<file path="config.mk">
export PLATFORM = sky130hd
export DESIGN_NAME = x_uart_rx
export DESIGN_NICKNAME = d
export VERILOG_FILES = /design/src/rtl/x_uart_rx.sv
export SDC_FILE = /design/constraint.sdc
export NUM_CORES = 1
export LEC_CHECK = 0
export ABC_CLOCK_PERIOD_IN_PS = 3500
export CAP_MARGIN = 20
export CORE_MARGIN = 8
export CORE_UTILIZATION = 50
export CTS_CLUSTER_SIZE = 10
export DETAILED_ROUTE_END_ITERATION = 8
export PLACE_DENSITY = 0.75
export SYNTH_ARGS = -nofsm -noshare
export SYNTH_HDL_FRONTEND = slang
export SYNTH_SLANG_ARGS = --single-unit
</file>
<file path="constraint.sdc">
create_clock -name i_clk -period 3.5 [get_ports i_clk]
set_input_delay 0.525 -clock i_clk [delete_from_list [all_inputs] [get_ports i_clk]]
set_output_delay 0.525 -clock i_clk [all_outputs]
set_load 0.005 [all_outputs]
</file>
<file path="src/rtl/x_uart_rx.sv">
// 8-bit asynchronous serial receiver with a single-entry valid/accept output register.
// Define X_UART_RX_PARITY_EN to add an even-parity bit between D7 and STOP.
module x_uart_rx #(
    parameter int p_clk_hz = 12000000,
    parameter int p_baud   = 115200
) (
    input  logic       i_clk,
    input  logic       i_rst,
    input  logic       i_rx,
    output logic [7:0] o_data,
    output logic       o_valid,
    input  logic       i_accept,
    output logic       o_ferr,
    output logic       o_overrun,
    output logic       o_perr,
    output logic [3:0] o_state
);

    localparam int unsigned p_timer_top  = p_clk_hz / p_baud;
    localparam int unsigned p_timer_half = p_timer_top / 2;
    localparam int unsigned lp_tw        = $clog2(p_timer_top + 1);
    localparam logic [lp_tw-1:0] lp_top  = lp_tw'(p_timer_top);
    localparam logic [lp_tw-1:0] lp_half = lp_tw'(p_timer_half);

    typedef enum logic [3:0] {
        S_IDLE  = 4'd0,
        S_START = 4'd1,
        S_D0    = 4'd2,
        S_D1    = 4'd3,
        S_D2    = 4'd4,
        S_D3    = 4'd5,
        S_D4    = 4'd6,
        S_D5    = 4'd7,
        S_D6    = 4'd8,
        S_D7    = 4'd9,
`ifdef X_UART_RX_PARITY_EN
        S_PAR   = 4'd10,
`endif
        S_STOP  = 4'd11
    } state_t;

    state_t            state_q, state_d;
    logic [lp_tw-1:0]  timer_q, timer_d;
    logic              rx_meta_q, rx_s_q, rx_prev_q;
    logic [7:0]        shift_q, shift_d;
    logic [7:0]        data_q, data_d;
    logic              valid_q, valid_d;
    logic              ferr_q, ferr_d;
    logic              overrun_q, overrun_d;
    logic              stop_sample;
    logic [2:0]        bit_idx;
`ifdef X_UART_RX_PARITY_EN
    logic              par_q, par_d;
    logic              perr_q, perr_d;
`endif

    // State register: synchronizer idles high so reset never looks like a start edge.
    always_ff @(posedge i_clk or posedge i_rst) begin
        if (i_rst) begin
            state_q   <= S_IDLE;
            timer_q   <= '0;
            rx_meta_q <= 1'b1;
            rx_s_q    <= 1'b1;
            rx_prev_q <= 1'b1;
            shift_q   <= 8'h00;
            data_q    <= 8'h00;
            valid_q   <= 1'b0;
            ferr_q    <= 1'b0;
            overrun_q <= 1'b0;
`ifdef X_UART_RX_PARITY_EN
            par_q     <= 1'b0;
            perr_q    <= 1'b0;
`endif
        end else begin
            state_q   <= state_d;
            timer_q   <= timer_d;
            rx_meta_q <= i_rx;
            rx_s_q    <= rx_meta_q;
            rx_prev_q <= rx_s_q;
            shift_q   <= shift_d;
            data_q    <= data_d;
            valid_q   <= valid_d;
            ferr_q    <= ferr_d;
            overrun_q <= overrun_d;
`ifdef X_UART_RX_PARITY_EN
            par_q     <= par_d;
            perr_q    <= perr_d;
`endif
        end
    end

    // Next-state logic: bit timer, shift register and frame sequencing.
    always_comb begin
        state_d     = state_q;
        timer_d     = timer_q;
        shift_d     = shift_q;
        stop_sample = 1'b0;
        bit_idx     = 3'(state_q - S_D0);
`ifdef X_UART_RX_PARITY_EN
        par_d       = par_q;
`endif
        case (state_q)
            S_IDLE: begin
                timer_d = '0;
                if (rx_prev_q && !rx_s_q) state_d = S_START;
            end
            S_START: begin
                if (timer_q == lp_half) begin
                    timer_d = '0;
                    state_d = rx_s_q ? S_IDLE : S_D0;
                end else begin
                    timer_d = timer_q + 1'b1;
                end
            end
            default: begin
                if (timer_q == lp_top) begin
                    timer_d = '0;
                    if (state_q == S_STOP) begin
                        stop_sample = 1'b1;
                        state_d     = S_IDLE;
`ifdef X_UART_RX_PARITY_EN
                    end else if (state_q == S_PAR) begin
                        par_d   = rx_s_q;
                        state_d = S_STOP;
`endif
                    end else begin
                        shift_d[bit_idx] = rx_s_q;
                        if (state_q == S_D7) begin
`ifdef X_UART_RX_PARITY_EN
                            state_d = S_PAR;
`else
                            state_d = S_STOP;
`endif
                        end else begin
                            state_d = state_t'(state_q + 4'd1);
                        end
                    end
                end else begin
                    timer_d = timer_q + 1'b1;
                end
            end
        endcase
    end

    // Output register: a completed frame always lands, even over an unconsumed byte.
    always_comb begin
        data_d    = data_q;
        valid_d   = valid_q & ~i_accept;
        ferr_d    = 1'b0;
        overrun_d = 1'b0;
`ifdef X_UART_RX_PARITY_EN
        perr_d    = stop_sample & (^{shift_q, par_q});
`endif
        if (stop_sample) begin
            if (rx_s_q) begin
                data_d    = shift_q;
                valid_d   = 1'b1;
                overrun_d = valid_q & ~i_accept;
            end else begin
                ferr_d = 1'b1;
            end
        end
    end

    assign o_data    = data_q;
    assign o_valid   = valid_q;
    assign o_ferr    = ferr_q;
    assign o_overrun = overrun_q;
    assign o_state   = state_q;
`ifdef X_UART_RX_PARITY_EN
    assign o_perr    = perr_q;
`else
    assign o_perr    = 1'b0;
`endif

endmodule

</file>
==> Word level (Yosys, flattened, before mapping) <==
Index checks and enable logic that the tools add are counted.
{ "totals": {"register_bits": 33, "inputBits": 4, "output_inout_bits": 16, "word_cells": 57} }
{ "op_classes": {"add_sub_neg": 3, "n_lt_le_gt_ge": 2, "n_eq_ne": 7, "n_mux": 22, "bitwise": 4, "n_reduce_logical": 9} }
{ "ops": {"columns": ["cell", "n"], "rows": [
  ["two-way mux 4 bit", 5],
  ["two-way mux 7 bit", 2],
  ["case mux 7 bit (2 select lines)", 1],
  ["two-way mux 1 bit", 10],
  ["bitwise mux 8 bit", 1],
  ["== test 4 bit, second input constant", 2],
  ["case mux 4 bit (2 select lines)", 1],
  ["adder 7 x 1 -> 7 bit, second input constant", 1],
  ["== test 7 x 6 -> 1 bit, second input constant", 1],
  ["== test 7 bit, second input constant", 1],
  ["AND reduction 3 bit", 2],
  ["adder 4 x 1 -> 4 bit, second input constant", 1],
  ["== test 4 x 1 -> 1 bit, second input constant", 1],
  ["zero test 4 bit", 1],
  ["less-than comparator 3 x 4 -> 1 bit, second input constant", 1],
  ["!= test 2 bit, second input constant", 2],
  ["demux 1 bit (select 3 bit)", 1],
  ["greater-or-equal comparator 3 x 1 -> 1 bit, second input constant", 1],
  ["inverter 1 bit", 3],
  ["nonzero test 3 bit", 1],
  ["subtractor 3 x 2 -> 3 bit, second input constant", 1],
  ["logical AND 1 bit", 2],
  ["two-way mux 2 bit", 1],
  ["AND reduction 2 bit", 1],
  ["3 further kinds", 3]
]} }

==> Longest topological paths before layout <==
{ "logic_depth": {"ltp_word": 6, "depth_mapped": 7, "depth_no_buf": 6} }

==> Worst setup path after synthesis <==
Ideal clock, no wire load.
{ "synth_timing": {"path_kind": "register -> register", "start": "register state_q[0] (netlist: o_state[0])", "end": "register shift_q[1]", "setup_time_ns": 0.125, "t_arrival_ns": 1.818, "required_ns": 3.375, "setup_slack_ns": 1.557, "path_stages_with_launch": 7, "path_buffers": 0, "path_cell_list": "dfrtp_1 inv_1 ha_1 or3_4 a21oi_4 nand4_2 mux2_4"} }
{ "synth_via": {"elab_chain_cells": 6} }
{ "synth_rtl": {"columns": ["element", "line_no", "source"], "rows": [
  ["start: declaration", "42", "state_t state_q, state_d;"],
  ["start signal: assignment", "75", "state_q <= state_d;"],
  ["subtractor 3 x 2 -> 3 bit", "98", "bit_idx = 3'(state_q - S_D0);"],
  ["less-than comparator 3 x 4 -> 1 bit (implied by the code) or greater-or-equal comparator 3 x 1 -> 1 bit (tied branches)", "127", "shift_d[bit_idx] = rx_s_q;"],
  ["logical AND 1 bit (implied by the code)", "127", null],
  ["two-way mux 1 bit (implied by the code)", "127", null],
  ["demux 1 bit (select 3 bit)", "127", null],
  ["bitwise mux 8 bit", "127", null],
  ["end signal: assignment", "80", "shift_q <= shift_d;"],
  ["end: declaration", "45", "logic [7:0] shift_q, shift_d;"]
]} }
Parallel ways exist; a longest one is shown, timed or not.
A chain may end at the register's enable or synchronous reset.

==> Final worst setup path <==
{ "layout_timing": {"start": "register state_q[2] (netlist: o_state[2])", "end": "output port o_state[2]"} }
{ "layout_rtl": {"columns": ["element", "line_no", "source"], "rows": [
  ["end: declaration", "16", "output logic [3:0] o_state"]
]} }
No word-level cell between the ends.

==> metrics.md <==
| Metric | Value |
|---|---|
| Outcome | `finished clean` |
| First-pass GRT wire length | `around 5000 um` |
| Skew final | `around 0.0084 ns` |
| PortBufs | `18` |
| Hold path depth | `0` |
| Cell Area, Synth | `about 0.0016 sq mm` |
| Clk slew on worst S/H paths | `0.10 ns` |
| Wire length per cell | `14.0 um` |
| Critical path type | `flip-flop to primary output` |
| Seq pwr share | `0.500` |
| Synthesis-stage register bit count | `33` |
| Accumulated negative setup slack | `0 ns` |
| Cell total after placement | `192` |
| Synthesis-to-layout area growth | `15.8%` |
| Compound-Gate Fraction of Synth Area | `0.0690` |
| Logic pwr share | `0.315` |
| Met2 WL | `about 1400 um` |
| Synth cell types | `40` |
| Predominant post-synthesis flop cell | `dfrtp_1` |
| Multi-input logic area | `just over 700 sq um` |
| Reg2Reg Launch Point | `o_state[0]` |
| Slowest stage delay, CP | `0.69 ns` |
| Max clock buf depth | `2` |
| Critical path peak fanout | `15` |
| Post-synth EDFFs | `0` |
| Initial antenna violation count | `0` |
| CTS tree | `done` |
| Tmin final | `roughly 2.2 ns` |
| Fin crit share | `0.616` |
| Slew of the pin with the lowest slew margin | `a little over 0.6 ns` |
| Critical path launch point type | `flip-flop` |
| Clock sink total | `33` |
| WL met3 | `157 um` |
| Final Hold Fails | `0` |
| DR vias | `between 1k and 1.5k` |
| Total of max-cap violations | `0` |
| CORE AREA | `between 0.003 and 0.004 sq mm` |
| Hold Crit Class | `flip-flop to flip-flop` |
| Htree depth | `2` |
| Row count | `20` |
| R2R depth | `6` |
| Highest clock rate | `around 0.46 GHz` |
| Pwr per Cell Area | `between 500 and 600 mW/mm^2` |
| Cell taking the most area after synthesis | `dfrtp_1` |
| Overflow after GRT | `0` |
| Final Non-Filler Cells | `200` |
| Post-route cell area | `approximately 0.0019 sq mm` |
| Seq/Total Area, Yosys | `0.514` |
| Top cell type's share of synthesized area | `0.465` |
| Vias in the first global route | `approximately 1.1k` |
| FILL cells | `249` |
| # diodes | `0` |
| Height of the die | `72.8 um` |
| Worst hold slack | `~0.36 ns` |
| GPL Wtd Cong | `about 0.89` |
| Mapped Cells | `roughly 140` |
| Top layer in use | `met4` |
| Syn. warnings | `0` |
| Simple-gate share of the synthesized area | `0.188` |
| Skew-Pair Late Insertion Delay | `about 0.33 ns` |
| Switching power summed over all nets | `a little under 0.4 mW` |
| Final nets | `around 160` |
| DRC violations left | `0` |
| Peak VDD IR | `approximately 0.00036 V` |
| Post-synth ARST share | `1.00` |
| Worst R2R End | `shift_q[1]` |
| Xor-xnor portion of the synthesized cell area | `0.0271` |
| Share of layout cells above drive strength 1 | `0.199` |
| Top cells by area in the synthesized netlist | `dfrtp_1, mux2_2, dfstp_2` |
| Syn Nets | `around 140` |
| Max stage delay cell, worst path | `dfrtp_1` |
| Data required, critical path | `2.97 ns` |
| Initial Util | `0.529` |
| Cts bufs inserted | `5` |
| Total routed wirelength | `2810 um` |
| Pleak | `a little under 0.9 nW` |
| DRT antenna net count | `0` |
| Storage cell area | `830 sq um` |
| Multiplexer share of the synthesized area | `0.122` |
| Root Driver | `clkbuf_4` |
| Die width | `roughly 73 um` |
| Die area | `between 0.005 and 0.006 sq mm` |
| Routed length on met1 | `~1200 um` |
| CTS Hold Bufs | `0` |
| Top-count cell post-synth | `dfrtp_1` |
| Largest family of logic cells by synthesized area | `simple AND/OR/NAND/NOR gates` |
| Cts repair resizes | `0` |
| Placed cell area | `about 0.0018 sq mm` |
| I/O pin count | `20` |
| Reg2Reg Setup Slack | `~1.4 ns` |
| DR pass1 iterations | `4` |
| Hold_sp | `rx_meta_q` |
| Net Sw Frac | `0.369` |
| Synth Area in Adders | `0.0388` |
| Delay-heaviest family, CP | `flip-flops` |
| Worst slew margin | `0.584` |
| Initial drt markers | `32` |
| Post-synth top cells | `dfrtp_1, nor2_1, nand3_1` |
| Post-CTS Repair Setup Buffers | `0` |
| Syn avg cell area | `12.0 sq um` |
| Cell-internal power | `0.674 mW` |
| Chain of cells forming the critical path | `clkdlybuf4s50_1` |
| Max-slew violations | `0` |
| DP Wirelength | `between 2000 and 2500 um` |
| Final-report setup violation count | `0` |
| Via density | `around 5.2` |
| Worst Hold End | `rx_s_q` |
| Crit. End Element | `primary output` |
| Pin count of the biggest net entering global routing | `18` |
| Data arrival time of the critical path | `around 1.6 ns` |
| Clock share of power | `0.186` |
| RSZ-0062 raised after global routing | `false` |
| Global Route Usage Sum | `0.124` |
| Buf/Inv on CP | `1` |
-- logic make-up (layout without fill, tap and decap cells) --
| group | Yosys count | count (layout) |
|---|---|---|
| AND/OR/NAND/NOR | 49 | 49 |
| XOR/XNOR | 5 | 5 |
| AO/OA/AOI/OAI | 13 | 13 |
| buffers and inverters | 12 | 33 |
| other | 1 | 1 |
| multiplexers | 17 | 17 |
| flip-flops | 33 | 33 |
| adder cells (fa/ha/maj) | 5 | 5 |
-- final cells by class --
cell class,count,area share
Clock buffer,6,0.0221
Clock inverter,2,0.00535
Inverter,6,0.0120
Multi-Input combinational cell,90,0.387
Sequential cell,33,0.444
Tap cell,44,0.0295
Timing Repair Buffer,19,0.100
-- worst max-delay path by stage --
stage	startpoint	to	cells past startpoint
finish	o_state[2]	o_state[2]	1
global route	o_state[2]	o_state[2]	1
CTS	o_state[2]	o_state[2]	1
detailed placement	o_state[0]	shift_q[0]	6
global placement	o_state[0]	shift_q[1]	6
floorplan	o_state[0]	shift_q[1]	6
-- metrics by stage --
step                      setup WS [ns]   util  total power [mW]
after floorplan                    1.56      -             0.779
after global placement             1.52  0.595             0.862
after detailed placement           1.43  0.595             0.878
after CTS                          1.33  0.612              1.08
after global routing               1.24  0.612              1.15
final                              1.34  0.612              1.07
-- power groups by stage --
stage | Clock, mW | Sequential (mW) | Combinational [mW]
detailed placement | 0 | 0.541 | 0.337
CTS | 0.208 | 0.533 | 0.340
global placement | 0 | 0.535 | 0.327
finish | 0.199 | 0.534 | 0.336
floorplan | 0 | 0.511 | 0.268
global route | 0.227 | 0.546 | 0.379
-- placed cells by master (no fill, tap or decap), types with 2 or more instances in the layout --
| cell type | netlist | final |
|---|---|---|
| a22oi_1 | 2 | 2 |
| clkbuf_4 | 0 | 5 |
| clkdlybuf4s50_1 | 0 | 18 |
| clkinv_2 | 0 | 2 |
| dfrtp_1 | 30 | 30 |
| dfstp_2 | 3 | 3 |
| ha_1 | 5 | 5 |
| inv_1 | 6 | 6 |
| mux2_1 | 5 | 5 |
| mux2_2 | 9 | 9 |
| mux2_4 | 2 | 2 |
| nand2_1 | 5 | 5 |
| nand2b_1 | 3 | 3 |
| nand3_1 | 10 | 10 |
| nand4_2 | 2 | 2 |
| nor2_1 | 17 | 17 |
| nor2b_1 | 3 | 3 |
| o21a_1 | 2 | 2 |
| o21ai_0 | 2 | 2 |
| xnor2_1 | 3 | 3 |
| xor2_1 | 2 | 2 |
-- layer usage --
layer | vias to the layer above | GRT usage
met5 | - | 0
met1 | 499 | 0.138
met2 | 29 | 0.197
li1 | 506 | -
met3 | 6 | 0.0440
met4 | 0 | 0.0778
-- state kept, by name (all words and copies together) (netlist names) --
register   flops
o_data         8
o_ferr         1
o_overrun      1
o_state        4
o_valid        1
rx_meta_q      1
rx_prev_q      1
rx_s_q         1
shift_q        8
timer_q        7
No activity file was read; power rests on OpenSTA's default activity.
